`config.mk`:
```
export PLATFORM = sky130hd
export DESIGN_NAME = sr_latch_ctrl
export DESIGN_NICKNAME = d
export VERILOG_FILES = /design/src/rtl/sr_latch_ctrl.sv
export SDC_FILE = /design/constraint.sdc
export NUM_CORES = 1
export LEC_CHECK = 0
export CAP_MARGIN = 25
export CORE_AREA = 2 2 62 64
export DETAILED_ROUTE_END_ITERATION = 12
export DIE_AREA = 0 0 64 66
export GPL_TIMING_DRIVEN = 1
export SETUP_SLACK_MARGIN = 0.05
export SYNTH_ARGS = -nofsm -noshare
export SYNTH_HDL_FRONTEND = slang
export SYNTH_SLANG_ARGS = --single-unit
```
`constraint.sdc`:
```
create_clock -name clk -period 2.4 [get_ports clk]
set_clock_uncertainty 0.1 [all_clocks]
set_input_delay 0.24 -clock clk [delete_from_list [all_inputs] [get_ports clk]]
set_output_delay 0.24 -clock clk [all_outputs]
set_load 0.01 [all_outputs]
```
`src/rtl/sr_latch_ctrl.sv`:
```
// Round-robin controller driving timed active-low set/reset pulses into one shared NAND SR latch.
// Optional macro SR_LATCH_CTRL_SKIP_EN: skip the pulse when the latch already holds the commanded value.
module sr_latch_ctrl #(
  parameter int NREQ    = 4,
  parameter int PULSE_W = 2,
  parameter int GAP_W   = 1
) (
  input  logic            clk,
  input  logic            rst_n,
  input  logic [NREQ-1:0] req,
  input  logic [NREQ-1:0] cmd,
  input  logic            q,
  output logic            s_n,
  output logic            r_n,
  output logic [NREQ-1:0] grant,
  output logic            done,
  output logic            mismatch,
  output logic            busy
);

  localparam int IW   = $clog2(NREQ);
  localparam int CMAX = (PULSE_W > GAP_W) ? PULSE_W : GAP_W;
  localparam int CW   = $clog2(CMAX + 1);

  typedef enum logic [1:0] {IDLE, PULSE, GAP, CHECK} state_t;

  state_t          state, state_d;
  logic [IW-1:0]   ptr, ptr_d;
  logic [IW-1:0]   win, win_d;
  logic [IW-1:0]   pick;
  logic [IW:0]     scan;
  logic            found;
  logic            op, op_d;
  logic [CW-1:0]   cnt, cnt_d;
  logic [NREQ-1:0] grant_d;
  logic            s_n_d, r_n_d;
  logic            q_meta, q_sync;

  // Round-robin scan: first asserted request at or above the pointer, wrapping around.
  always_comb begin
    found = 1'b0;
    pick  = '0;
    scan  = '0;
    for (int i = 0; i < NREQ; i++) begin
      scan = {1'b0, ptr} + (IW+1)'(i);
      if (scan >= (IW+1)'(NREQ)) scan = scan - (IW+1)'(NREQ);
      if (!found && req[scan[IW-1:0]]) begin
        found = 1'b1;
        pick  = scan[IW-1:0];
      end
    end
  end

  always_comb begin
    state_d = state;
    ptr_d   = ptr;
    win_d   = win;
    op_d    = op;
    cnt_d   = cnt;
    grant_d = grant;
    case (state)
      IDLE: begin
        if (found) begin
          grant_d = NREQ'(1) << pick;
          win_d   = pick;
          op_d    = cmd[pick];
          cnt_d   = '0;
`ifdef SR_LATCH_CTRL_SKIP_EN
          state_d = (q_sync == cmd[pick]) ? CHECK : PULSE;
`else
          state_d = PULSE;
`endif
        end
      end
      PULSE: begin
        if (cnt == CW'(PULSE_W - 1)) begin
          state_d = GAP;
          cnt_d   = '0;
        end else begin
          cnt_d = cnt + CW'(1);
        end
      end
      GAP: begin
        if (cnt == CW'(GAP_W - 1)) state_d = CHECK;
        else                       cnt_d = cnt + CW'(1);
      end
      CHECK: begin
        state_d = IDLE;
        grant_d = '0;
        ptr_d   = (win == IW'(NREQ - 1)) ? '0 : win + IW'(1);
      end
      default: state_d = IDLE;
    endcase
    // Latch drives derive from the next state so that only one of them can ever be low.
    s_n_d = ~((state_d == PULSE) &  op_d);
    r_n_d = ~((state_d == PULSE) & ~op_d);
  end

  always_ff @(posedge clk or negedge rst_n) begin
    if (!rst_n) begin
      state  <= IDLE;
      ptr    <= '0;
      win    <= '0;
      op     <= 1'b0;
      cnt    <= '0;
      grant  <= '0;
      s_n    <= 1'b1;
      r_n    <= 1'b1;
      q_meta <= 1'b0;
      q_sync <= 1'b0;
    end else begin
      state  <= state_d;
      ptr    <= ptr_d;
      win    <= win_d;
      op     <= op_d;
      cnt    <= cnt_d;
      grant  <= grant_d;
      s_n    <= s_n_d;
      r_n    <= r_n_d;
      q_meta <= q;
      q_sync <= q_meta;
    end
  end

  assign done     = (state == CHECK);
  assign mismatch = done & (q_sync != op);
  assign busy     = (state != IDLE);

endmodule
```
==> impl_metrics.py <==
metrics = {
    "outcome": {
        "status": "finished, final reports clean",
    },
    "route": {
        "via_per_inst": 4.939,
        "routedWlPerCell_um": 13.39,
        "wl_met3_um": 96,
        "met1_length_um": 1027,
        "first_pass_iters": 4,
        "antenna_left": 0,
        "dr_total_vias": 889,
        "highest_layer": "met4",
        "drtIter0Drc": 50,
        "finalWirelength_um": 2410,
        "met2_length_um": 1273,
        "drc": 0,
    },
    "cts": {
        "cts_tree": "yes",
        "numCtsBuffers": 3,
        "path_clk_slew_ps": 90,
        "postCtsSetupBuffers": 0,
        "clk_path_buf_depth": 2,
        "root_buffer": "clkbuf_4",
        "cts-resized-gates": 0,
        "ctsHoldBuffers": 0,
        "htree_num_levels": 1,
        "numClockSinks": 17,
        "clk_latency_ps": 280,
    },
    "placed_design": {
        "post_dp_cell_area_mm2": 0.001296,
        "io_buffers": 19,
        "place_congestion": 0.8342,
        "place_hpwl_um": 1888,
        "place_inst": 176,
    },
    "synth": {
        "synth-seq-area-share_pct": 41.45,
        "yosysWarnings": 0,
        "synthFlopType": "dfrtp_1",
        "ys_async_sr_fraction_pct": 100.0,
        "avgSynthCellArea_um2": 9.558,
        "synth.ff_latch_count": 17,
        "synth_cell_types": 37,
        "syn_inst": 108,
        "syn_area_mm2": 0.001032,
        "synth_fp_nets": 128,
        "synth_edf_count": 0,
    },
    "worst_setup_path": {
        "cp.arrival_ps": 1900,
        "cp.required_ps": 2060,
        "path_max_fanout": 9,
        "cp-end-kind": "output pin",
        "cp-start-kind": "flip-flop",
        "path_class": "reg -> out",
        "path_cells": "inv_1 > ha_1 > inv_1 > clkdlybuf4s50_1",
        "cpPeakStageDelay_ps": 550,
        "slowest_stage": "clkdlybuf4s50_1",
        "cp_top_family": "buffers and inverters",
        "crit_start": "state[0]",
        "r2r-start": "state[1]",
        "crit_buf_inv": 3,
        "critPathMostFrequentCell": "inv_1",
    },
    "floorplanning": {
        "die_w_um": 64,
        "core_area_mm2": 0.003551,
        "num_rows": 22,
        "initial_core_util_pct": 29.07,
        "die_area_mm2": 0.004224,
        "die_height_um": 66,
        "io_pins": 20,
    },
    "pwr": {
        "power.leakage_nw": 0.5597,
        "ir_drop_v": 0.0002879,
        "cellPowerDensity_mw_per_mm2": 1118,
        "p_total_mw": 1.478,
    },
    "timing": {
        "rsz0062_at_grt": "no",
        "min_period_ps": 2235,
        "worst_pin_slew_ps": 786.8,
        "fmax_ghz": 0.4474,
        "maxSlewHeadroom_pct": 47.38,
        "setup_tns_ps": 0,
        "finalHoldViolCount": 0,
        "slew_violations": 0,
        "setup_viol": 0,
        "fin_crit_sh_pct": 93.13,
    },
    "layout": {
        "final_common_cell": "clkdlybuf4s50_1",
        "final_util_pct": 37.24,
        "layoutNonFillerInstCount": 180,
        "multi_input_area_um2": 565.5,
        "syn2layout_area_growth_pct": 28.12,
        "mostFrequentLayoutCells": "19 x clkdlybuf4s50_1, 15 x dfrtp_1, 13 x nand2_1",
        "n_antenna_cell": 0,
        "fin_nets": 153,
        "post-route-cell-area_mm2": 0.001323,
        "fillers": 351,
        "drive_gt1_share_pct": 11.36,
        "register_area_um2": 427.9,
    },
    "global_route": {
        "grt_pass1_vias": 873,
        "grt_max_degree": 18,
        "antenna_found_initial": 0,
        "grt_pass1_wl_um": 3870,
        "grt-ovfl-total": 0,
        "grt_util_all_layers_pct": 11.93,
    },
    "min_path": {
        "min_path_type": "reg -> reg",
        "hold_start": "q_meta",
    },
    "job": {
        "maxCapViolCount": 0,
    },
}
[registers in the layout, indices dropped and copies added (netlist names), 2 cells and up]
signal	count
grant	4
cnt	2
ptr	2
state	2
win	2
[final timing paths]
kind | end | slack [ps] | depth (start not counted)
worst min register to register | q_sync | 260 | 0
worst min-delay path | q_sync | 260 | 0
worst max-delay path | busy | 160 | 4
min in group asynchronous | ptr[0] | 310 | 1
max in group asynchronous | state[0] | 1410 | 1
worst max register to register | s_n | 350 | 6
[report_power, final]
group	internal (mW)	total (mW)	switching, mW
registers	0.405	0.493	0.0877
clock network	0.0645	0.151	0.0869
logic	0.396	0.834	0.438
total	0.865	1.48	0.613
[cell families (layout without fill, tap and decap cells)]
| logic type | Yosys count | in the layout | share of synthesized area, % |
|---|---|---|---|
| compound gates | 38 | 38 | 25.33 |
| xor+xnor | 1 | 1 | 0.8486 |
| buf+inv | 10 | 34 | 3.757 |
| mux | 2 | 2 | 2.061 |
| simple gates | 31 | 31 | 15.64 |
| fa+ha+maj | 9 | 9 | 10.91 |
| flops | 17 | 17 | 41.45 |
[Yosys cell counts, types with 2 or more instances]
master / instances / area (um^2)
dfrtp_1: 15 / 375.4
nand2_1: 13 / 48.80
o21ai_0: 11 / 55.05
ha_1: 9 / 112.6
inv_1: 8 / 30.03
a21oi_1: 5 / 25.02
nor2_1: 5 / 18.77
nor2b_1: 4 / 25.02
o31ai_1: 4 / 30.03
a31oi_1: 3 / 18.77
and2_1: 3 / 18.77
dfstp_2: 2 / 52.55
o211ai_1: 2 / 15.01
[stage by stage]
stage               hold slack [ps]  worst slack (ps)
finish                        258.7             164.8
global route                  269.7             57.39
CTS                           264.4             128.8
detailed placement            241.0             100.3
global placement              235.4             132.5
floorplan                    -155.6             561.7
[metal layers]
metal | up-vias | track usage (%)
li1 | 436 | -
met1 | 432 | 12.68
met2 | 19 | 22.27
met3 | 2 | 2.385
met4 | 0 | 5.978
met5 | - | 0
[area by class of cell]
type	count	share of cell area, %
Timing Repair Buffer	22	16.08
Inverter	8	2.271
Tap cell	48	4.541
Multi-Input combinational cell	81	42.76
Clock buffer	4	1.987
Sequential cell	17	32.36
No activity file was read; power rests on OpenSTA's default activity.
